==> src/rtl/fp_alu_pkg.sv <==
// Shared types and constants for the FP ALU arbiter slice.
// No logic of its own. It provides the state encoding, op selects, flag bit positions
// and IEEE-754 single-precision exponent codes.
package fp_alu_pkg;

  typedef enum logic [1:0] {
    IDLE = 2'd0,
    EXEC = 2'd1,
    RESP = 2'd2
  } state_t;

  localparam logic OP_ADD = 1'b0;
  localparam logic OP_MUL = 1'b1;

  // rsp_flags layout is {nan, ovf, unf}
  localparam int FLAG_NAN = 2;
  localparam int FLAG_OVF = 1;
  localparam int FLAG_UNF = 0;

  localparam logic [7:0] EXP_ALL_ONES = 8'hFF;
  localparam logic [7:0] EXP_ZERO     = 8'h00;

  // Classify a single-precision value. An all-ones exponent with a zero fraction
  // is reported as overflow, because infinity is what the ALU produces on overflow.
  function automatic logic [2:0] fp_flags(input logic [31:0] v);
    logic [2:0] f;
    f = 3'b000;
    f[FLAG_NAN] = (v[30:23] == EXP_ALL_ONES) && (v[22:0] != 23'd0);
    f[FLAG_OVF] = (v[30:23] == EXP_ALL_ONES) && (v[22:0] == 23'd0);
    f[FLAG_UNF] = (v[30:23] == EXP_ZERO);
    return f;
  endfunction

endpackage

==> src/rtl/fp_alu_arbiter_rr_arbiter.sv <==
// Round-robin arbiter. It turns a request vector and a priority pointer into a one-hot grant.
// Latency: purely combinational, zero cycles.
// Backpressure: none. The caller decides when a grant is consumed and when the pointer advances.
// Ports: req (request vector), ptr (highest-priority index), gnt (one-hot grant),
//        gnt_idx (encoded grant index), gnt_vld (any grant given).
module rr_arbiter #(
  parameter int NREQ = 2,
  parameter int IW   = (NREQ > 1) ? $clog2(NREQ) : 1
) (
  input  logic [NREQ-1:0] req,
  input  logic [IW-1:0]   ptr,
  output logic [NREQ-1:0] gnt,
  output logic [IW-1:0]   gnt_idx,
  output logic            gnt_vld
);

  // Walk the requesters starting at ptr and wrap past NREQ-1 back to 0.
  // The first requester found wins.
  always_comb begin
    int idx;
    idx     = 0;
    gnt     = '0;
    gnt_idx = '0;
    gnt_vld = 1'b0;
    for (int off = 0; off < NREQ; off++) begin
      idx = int'(ptr) + off;
      if (idx >= NREQ) idx = idx - NREQ;
      if (!gnt_vld && req[idx]) begin
        gnt_vld      = 1'b1;
        gnt[idx]     = 1'b1;
        gnt_idx      = IW'(idx);
      end
    end
  end

endmodule

==> src/rtl/fp_alu_arbiter.sv <==
// Shares one combinational FP ALU (sel 0 = add, 1 = mul) among NREQ requesters.
// It grants in round-robin order and keeps one op in flight.
// Latency: rsp_valid rises ALU_LAT cycles after the accept edge.
// Sustained throughput is at most one op every ALU_LAT+2 cycles.
// Backpressure: req_ready is low except in IDLE. While rsp_ready is low,
// rsp_data, rsp_id and rsp_flags are held.
// Ports: clk/rst_n (synchronous, active low); req_valid/req_ready/req_in1/req_in2/req_sel
//        are per-requester and packed at [i*XLEN +: XLEN]; alu_in1/alu_in2/alu_sel are the
//        registered ALU operands; alu_result is the ALU output; rsp_valid/rsp_ready/rsp_data/
//        rsp_id/rsp_flags carry the response.
// Optional: define FP_ALU_ARB_FLAGS_EN to compute {nan, ovf, unf} on rsp_flags.
//           If it is undefined, the flags are tied to zero.
module fp_alu_arbiter
  import fp_alu_pkg::*;
#(
  parameter int XLEN    = 32,
  parameter int NREQ    = 2,
  parameter int ALU_LAT = 2,
  parameter int IW      = (NREQ > 1) ? $clog2(NREQ) : 1
) (
  input  logic                 clk,
  input  logic                 rst_n,
  input  logic [NREQ-1:0]      req_valid,
  output logic [NREQ-1:0]      req_ready,
  input  logic [NREQ*XLEN-1:0] req_in1,
  input  logic [NREQ*XLEN-1:0] req_in2,
  input  logic [NREQ-1:0]      req_sel,
  output logic [XLEN-1:0]      alu_in1,
  output logic [XLEN-1:0]      alu_in2,
  output logic                 alu_sel,
  input  logic [XLEN-1:0]      alu_result,
  output logic                 rsp_valid,
  input  logic                 rsp_ready,
  output logic [XLEN-1:0]      rsp_data,
  output logic [IW-1:0]        rsp_id,
  output logic [2:0]           rsp_flags
);

  localparam int CW = (ALU_LAT > 1) ? $clog2(ALU_LAT) : 1;

  state_t            state_q, state_d;
  logic [IW-1:0]     ptr_q;
  logic [CW-1:0]     cnt_q;
  logic [NREQ-1:0]   gnt;
  logic [IW-1:0]     gnt_idx;
  logic              gnt_vld;
  logic              accept;
  logic              capture;
  logic              rsp_done;
  logic [XLEN-1:0]   sel_in1;
  logic [XLEN-1:0]   sel_in2;
  logic              sel_op;

  rr_arbiter #(
    .NREQ (NREQ),
    .IW   (IW)
  ) u_rr (
    .req     (req_valid),
    .ptr     (ptr_q),
    .gnt     (gnt),
    .gnt_idx (gnt_idx),
    .gnt_vld (gnt_vld)
  );

  // Mux out the winner's operands. The loop index is constant, so the slices are static.
  always_comb begin
    sel_in1 = '0;
    sel_in2 = '0;
    sel_op  = 1'b0;
    for (int i = 0; i < NREQ; i++) begin
      if (gnt_idx == IW'(i)) begin
        sel_in1 = req_in1[i*XLEN +: XLEN];
        sel_in2 = req_in2[i*XLEN +: XLEN];
        sel_op  = req_sel[i];
      end
    end
  end

  // Next-state logic and handshake strobes.
  always_comb begin
    state_d   = state_q;
    req_ready = '0;
    accept    = 1'b0;
    capture   = 1'b0;
    rsp_done  = 1'b0;
    case (state_q)
      IDLE: begin
        req_ready = gnt;
        if (gnt_vld) begin
          accept  = 1'b1;
          state_d = EXEC;
        end
      end
      EXEC: begin
        if (cnt_q == '0) begin
          capture = 1'b1;
          state_d = RESP;
        end
      end
      RESP: begin
        if (rsp_ready) begin
          rsp_done = 1'b1;
          state_d  = IDLE;
        end
      end
      default: state_d = IDLE;
    endcase
  end

  always_ff @(posedge clk) begin
    if (!rst_n) begin
      state_q   <= IDLE;
      ptr_q     <= '0;
      cnt_q     <= '0;
      alu_in1   <= '0;
      alu_in2   <= '0;
      alu_sel   <= 1'b0;
      rsp_valid <= 1'b0;
      rsp_data  <= '0;
      rsp_id    <= '0;
    end else begin
      state_q <= state_d;
      if (accept) begin
        // Operands stay in these registers after completion, so the ALU inputs do not toggle while idle.
        alu_in1 <= sel_in1;
        alu_in2 <= sel_in2;
        alu_sel <= sel_op;
        rsp_id  <= gnt_idx;
        cnt_q   <= CW'(ALU_LAT - 1);
        ptr_q   <= (gnt_idx == IW'(NREQ - 1)) ? '0 : gnt_idx + IW'(1);
      end else if (state_q == EXEC && cnt_q != '0) begin
        cnt_q <= cnt_q - CW'(1);
      end
      if (capture) begin
        rsp_data  <= alu_result;
        rsp_valid <= 1'b1;
      end else if (rsp_done) begin
        rsp_valid <= 1'b0;
      end
    end
  end

`ifdef FP_ALU_ARB_FLAGS_EN
  logic [2:0] flags_q;

  // The flags are sampled on the same edge as rsp_data, so they always describe the word that is presented.
  always_ff @(posedge clk) begin
    if (!rst_n) begin
      flags_q <= 3'b000;
    end else if (capture) begin
      flags_q <= fp_flags(alu_result[31:0]);
    end
  end

  assign rsp_flags = flags_q;
`else
  assign rsp_flags = 3'b000;
`endif

endmodule

==> config.mk <==
export PLATFORM = sky130hd
export DESIGN_NAME = fp_alu_arbiter
export DESIGN_NICKNAME = d
export VERILOG_FILES = /design/src/rtl/fp_alu_pkg.sv /design/src/rtl/fp_alu_arbiter_rr_arbiter.sv /design/src/rtl/fp_alu_arbiter.sv
export SDC_FILE = /design/constraint.sdc
export NUM_CORES = 1
export LEC_CHECK = 0
export CAP_MARGIN = 15
export CORE_AREA = 4 4 103 105
export CTS_CLUSTER_SIZE = 40
export DETAILED_ROUTE_END_ITERATION = 16
export DIE_AREA = 0 0 107 109
export DONT_BUFFER_PORTS = 1
export GPL_TIMING_DRIVEN = 0
export PLACE_DENSITY = 0.61
export SETUP_SLACK_MARGIN = 0.5
export SLEW_MARGIN = 40
export SYNTH_ARGS = -nofsm -noshare
export SYNTH_HDL_FRONTEND = slang
export SYNTH_SLANG_ARGS = --single-unit
==> constraint.sdc <==
create_clock -name clk -period 2.49 [get_ports clk]
set_input_delay 0.3735 -clock clk [delete_from_list [all_inputs] [get_ports clk]]
set_output_delay 0.3735 -clock clk [all_outputs]
set_load 0.01 [all_outputs]
# After elaboration in Yosys (flattened, before gate mapping)
# Cells that the tools add are included.
[word_totals]
regBits = 103
inputBits = 167
out_inout_bits = 104
word_cells = 72
[classes]
n_addsub = 5
n_lt_le_gt_ge = 6
n_eq_ne = 5
mux = 37
bitwise = 1
reduce_logical = 9
[op_table]
columns = ["operator", "n"]
rows = [
  ["2-to-1 mux 32 bit", 4],
  [">= comparator 32 x 1 -> 1 bit (second input constant)", 2],
  ["less-than comparator 32 x 3 -> 1 bit (second input constant)", 2],
  [">= comparator 32 x 3 -> 1 bit (second input constant)", 1],
  ["subtractor 32 x 3 -> 32 bit (second input constant)", 1],
  ["2-to-1 mux 1 bit", 24],
  ["2-to-1 mux 2 bit", 6],
  ["!= test 2 bit (second input constant)", 3],
  ["one-hot mux 2 bit (3 select lines)", 1],
  ["logical AND 1 bit", 4],
  ["nonzero test 2 bit", 2],
  ["AND reduction 3 bit", 1],
  ["subtractor 1 x 2 -> 3 bit (second input constant)", 1],
  ["adder 1 x 1 -> 2 bit (second input constant)", 1],
  ["demux 1 bit (select 1 bit)", 2],
  ["== test 2 x 1 -> 1 bit (second input constant)", 1],
  ["== test 2 bit (second input constant)", 1],
  [">= comparator 1 x 2 -> 1 bit (second input constant)", 1],
  ["logical NOT 2 bit", 1],
  ["bitwise OR 2 bit", 1],
  ["adder 1 bit (second input constant)", 1],
  ["logical NOT 1 bit", 1],
  ["subtractor 1 bit (second input constant)", 1],
]

# Logic depth before layout (Yosys ltp)
[logic_depth]
depth_word = 12
mapped_depth = 6
depth_no_buf = 3

# Modules after synthesis
# Synthesis repeated with hierarchy kept, for this count alone.
[unflattened]
hier_cells = 402
area_unflattened_um2 = 4586.9
[by_module_without_submodules]
columns = ["module", "n_inst", "cells_each", "area_per_inst_um2", "seq_area_each_um2"]
rows = [
  ["fp_alu_arbiter", 1, 397, 4554.4, 2062.0],
  ["rr_arbiter", 1, 5, 32.5, 0.0],
]

# Worst setup path before layout
# No wires, ideal clock.
[synth_path]
kind = "input to output"
from = "input port req_valid[1]"
to = "output port req_ready[0]"
arrival_ns = 1.273
required_ns = 2.117
setup_slack_ns = 0.844
path_stages = 6
n_path_buf = 3
path_cell_list = "buf_2 a211oi_2 buf_4 buf_4 nand2_1 inv_1"
[synth_via]
elab_chain_cells = 8
elab_cells_between_ends = 13
classes_between = "mux: 10; bitwise: 1; reduce/logical: 2"
[synth_lines]
columns = ["element", "line", "text"]
rows = [
  ["start: declaration", "fp_alu_arbiter.sv:23", "input logic [NREQ-1:0] req_valid,"],
  ["2-to-1 mux 1 bit (implied by the code) (3 in a row)", "fp_alu_arbiter_rr_arbiter.sv:28", "if (!gnt_vld && req[idx]) begin"],
  ["2-to-1 mux 1 bit", "fp_alu_arbiter_rr_arbiter.sv:28", ""],
  ["logical NOT 1 bit", "fp_alu_arbiter_rr_arbiter.sv:28", ""],
  ["logical AND 1 bit", "fp_alu_arbiter_rr_arbiter.sv:28", ""],
  ["2-to-1 mux 2 bit *", "fp_alu_arbiter_rr_arbiter.sv:28", ""],
  ["2-to-1 mux 2 bit *", "fp_alu_arbiter.sv:86", "case (state_q)"],
  ["end: declaration", "fp_alu_arbiter.sv:24", "output logic [NREQ-1:0] req_ready,"],
]
# Every way passes the cells marked *; elsewhere a longest branch is shown, timed or not. The select of a mux whose other input is x is not followed.

# Final worst setup path
[layout_path]
from = "register state_q[1]"
to = "output port req_ready[0]"
[layout_via]
elab_chain_cells = 2
[layout_lines]
columns = ["element", "line", "text"]
rows = [
  ["start: declaration", "fp_alu_arbiter.sv:41", "state_t state_q, state_d;"],
  ["start signal: assignment", "fp_alu_arbiter.sv:122", "state_q <= state_d;"],
  ["logical NOT 2 bit", "fp_alu_arbiter.sv:86", ""],
  ["2-to-1 mux 2 bit", "fp_alu_arbiter.sv:86", ""],
]
# Every way passes these cells.

==> flow_summary_export.csv <==
group,metric,value,unit
run_status,outcome,"completed",
sta,hold-worst-slack,144.4,ps
final_layout,final_nets,746,
worst_setup_path,worstPathMaxFanout,10,
die,dieArea,11660,um2
die,die_y,109,um
synth,yosysSeqAreaShare,0.4627,
final_layout,syn_to_final_growth,9.012,%
global_routing,grt-ovfl-total,0,
sta,rsz0062_at_grt,"no",
pwr,ir_drop,390.8,uV
sta,hold_viol,0,
global_routing,antenna_found_initial,0,
pwr,pwr-share-clk,0.251,
synth,synthTopCellsByArea,"dfxtp_1 (46%), a31oi_1 (9.3%), nand4_1 (9.1%)",
synth,async_flop_share,0,
clocking,htree_levels,3,
global_routing,grt_max_degree,17,
synth,ys.flop_type,"dfxtp_1",
worst_setup_path,required,2120,ps
worst_setup_path,r2r_cells,5,
worst_setup_path,path_class,"flip-flop to output port",
die,ios,271,
clocking,cts_buffers,9,
route,drtAntennaViolNets,0,
clocking,cts-root-buf,"clkbuf_8",
sta,slew_headroom,0.6241,
sta,max_freq,526.8,MHz
sta,post-route-period-util,0.7623,
synth,yosysTopAreaCell,"dfxtp_1",
placed_design,placed_cell_area,4631,um2
final_layout,fill_cells,968,
pwr,switching_share,0.3370,
synth,ys_types,26,
synth,synth_most_common_cell,"dfxtp_1",
route,dr.pass1.iters,6,
clocking,cts_hold_buf,0,
die,std_cell_rows,36,
die,initial_core_util,0.4624,
route,post_drt_wl_per_cell,21.26,um
pwr,p_leak,1.590,nW
synth,yosysTopAreaCellShare,0.4627,
clocking,cts.sinks,103,
clocking,cts_tree,"built",
worst_setup_path,endpoint_kind,"output port",
clocking,path_clk_slew,90,ps
min_path,hold_depth,2,
global_routing,grt_pass1_vias,4343,
final_layout,drive_gt1_frac,0.09949,
synth,avgSynthCellArea,7.930,um2
worst_setup_path,arrival,1520,ps
placed_design,dp_hpwl,11.41,mm
route,vias_per_cell,6.307,
sta,worstMarginPinSlew,563.9,ps
sta,fin_setup_tns,0,ps
placed_design,gp_congestion,0.8167,
die,coreArea,9639,um2
clocking,clock_latency,360,ps
die,die_w,107,um
clocking,cts_buffer_depth,2,
pwr,pwr-share-comb,0.203,
final_layout,antenna_cells,0,
final_layout,multi_input_area,2042,um2
pwr,internal-power,2.428,mW
pwr,powerDensity,753.6,nW/um2
worst_setup_path,startpoint_type,"flip-flop",
synth,synthCells,562,
sta,drv_slew,0,
sta,fin_crit,1898,ps
synth,netlist_area,4457,um2
synth,synth_warnings,0,
final_layout,design_area,4858,um2
final_layout,regArea,2063,um2
global_routing,grt_pass1_wl,23.03,mm
flow_run,drv_cap,0,
sta,skew,7.045,ps
min_path,hp-class,"primary input to flip-flop",
route,vias,4516,
placed_design,io_buffers,0,
route,initialDrtViolationCount,391,
synth,synth_edf_count,0,
route,drc_errors,0,
pwr,switchingPower,1.234,mW
route,wirelength,15.22,mm
sta,setup_viol,0,
global_routing,grtUsageTotal,0.2478,
synth,synthTopCellsByCount,"dfxtp_1 (103), a31oi_1 (66), nand3_1 (66)",
pwr,pwr-share-seq,0.546,
synth,synth_seq_cells,103,
[worst max-delay path, stage by stage, from the launching register on]
cell	delay [ps]
dfxtp_1	310
buf_4	170
a211oi_4	200
buf_6	140
buf_6	130
nand2_1	90
inv_2	130
[cell families (layout without fill, tap and decap cells)]
group,Yosys count,in the layout,synth area share
other,1,3,0.0008414
buffers and inverters,78,97,0.08366
flip-flops,103,103,0.4627
AND/OR/NAND/NOR,205,205,0.2355
AO/OA/AOI/OAI,175,175,0.2173
[stage by stage]
stage	util	instances	power, mW	setup slack [ps]
finish	0.5040	716	3.661	591.8
global route	0.5040	716	3.851	506.5
CTS	0.5021	714	3.671	501.4
detailed placement	0.4804	697	2.737	556.1
global placement	0.4804	697	2.718	555.7
floorplan	-	564	2.522	843.6
[path summary, 6_finish.rpt]
path	start	endpoint	slack, ps
setup / recovery	state_q[1]	req_ready[0]	590
hold / removal	alu_result[25]	rsp_data[25]	140
hold reg to reg	rsp_data[7]	rsp_data[7]	510
setup reg to reg	ptr_q	alu_in2[12]	880
[flip-flops by register name (all words and copies together) (netlist names)]
name / cells
alu_in1: 32
state_q: 2
cnt_q: 1
rsp_id: 1
alu_sel: 1
alu_in2: 32
rsp_valid: 1
rsp_data: 32
ptr_q: 1
[cells in the final DEF (no fill, tap or decap)]
cell type and n:
nand3_1 66, clkinv_2 4, nor2_1 1, nand4_1 65, a21oi_1 37, o21ai_1 15
nand2b_1 1, nand2_1 65, clkbuf_1 36, inv_2 2, nor2b_1 1, nor3b_2 1
or3b_1 1, buf_1 5, o21bai_1 1, buf_2 14, a211oi_4 1, dfxtp_2 1
clkbuf_2 2, inv_1 3, or2_1 1, o21ai_0 55, inv_6 1, a31oi_1 66
nor2_4 2, buf_6 6, nand3b_1 1, conb_1 3, dfxtp_1 102, clkinv_4 1
buf_4 14, clkbuf_8 9
[metal layers]
metal  vias to the layer above  share of wire  GRT usage
met3                        30           0.10    0.08230
met5                         -              0          0
met2                       271           0.49     0.4236
met1                      2122           0.38     0.2886
li1                       2093              -          -
met4                         0          0.025    0.09589
[what timing repair did]
action                     4_1_cts  5_1_grt
setup endpoints to repair        2        2
setup buffers                    2        2
pin swaps                        1        2
gates resized for setup         11        3
[cell type report]
cell class,count,area share
plain buffers,73,0.07752
clock buffers,9,0.02550
clock inverters,6,0.007726
inverters,5,0.003863
multi-input cells,383,0.4203
flip-flops and latches,103,0.4247
well taps,133,0.03425
repair buffers,4,0.006181
[power by group through the flow]
stage | combinational, mW | sequential (mW) | clock [mW]
floorplan | 0.538 | 1.98 | 0
global placement | 0.683 | 2.04 | 0
detailed placement | 0.700 | 2.04 | 0
CTS | 0.726 | 2.00 | 0.943
global route | 0.835 | 2.02 | 1.00
finish | 0.744 | 2.00 | 0.917
No activity file was read; power rests on OpenSTA's default activity.
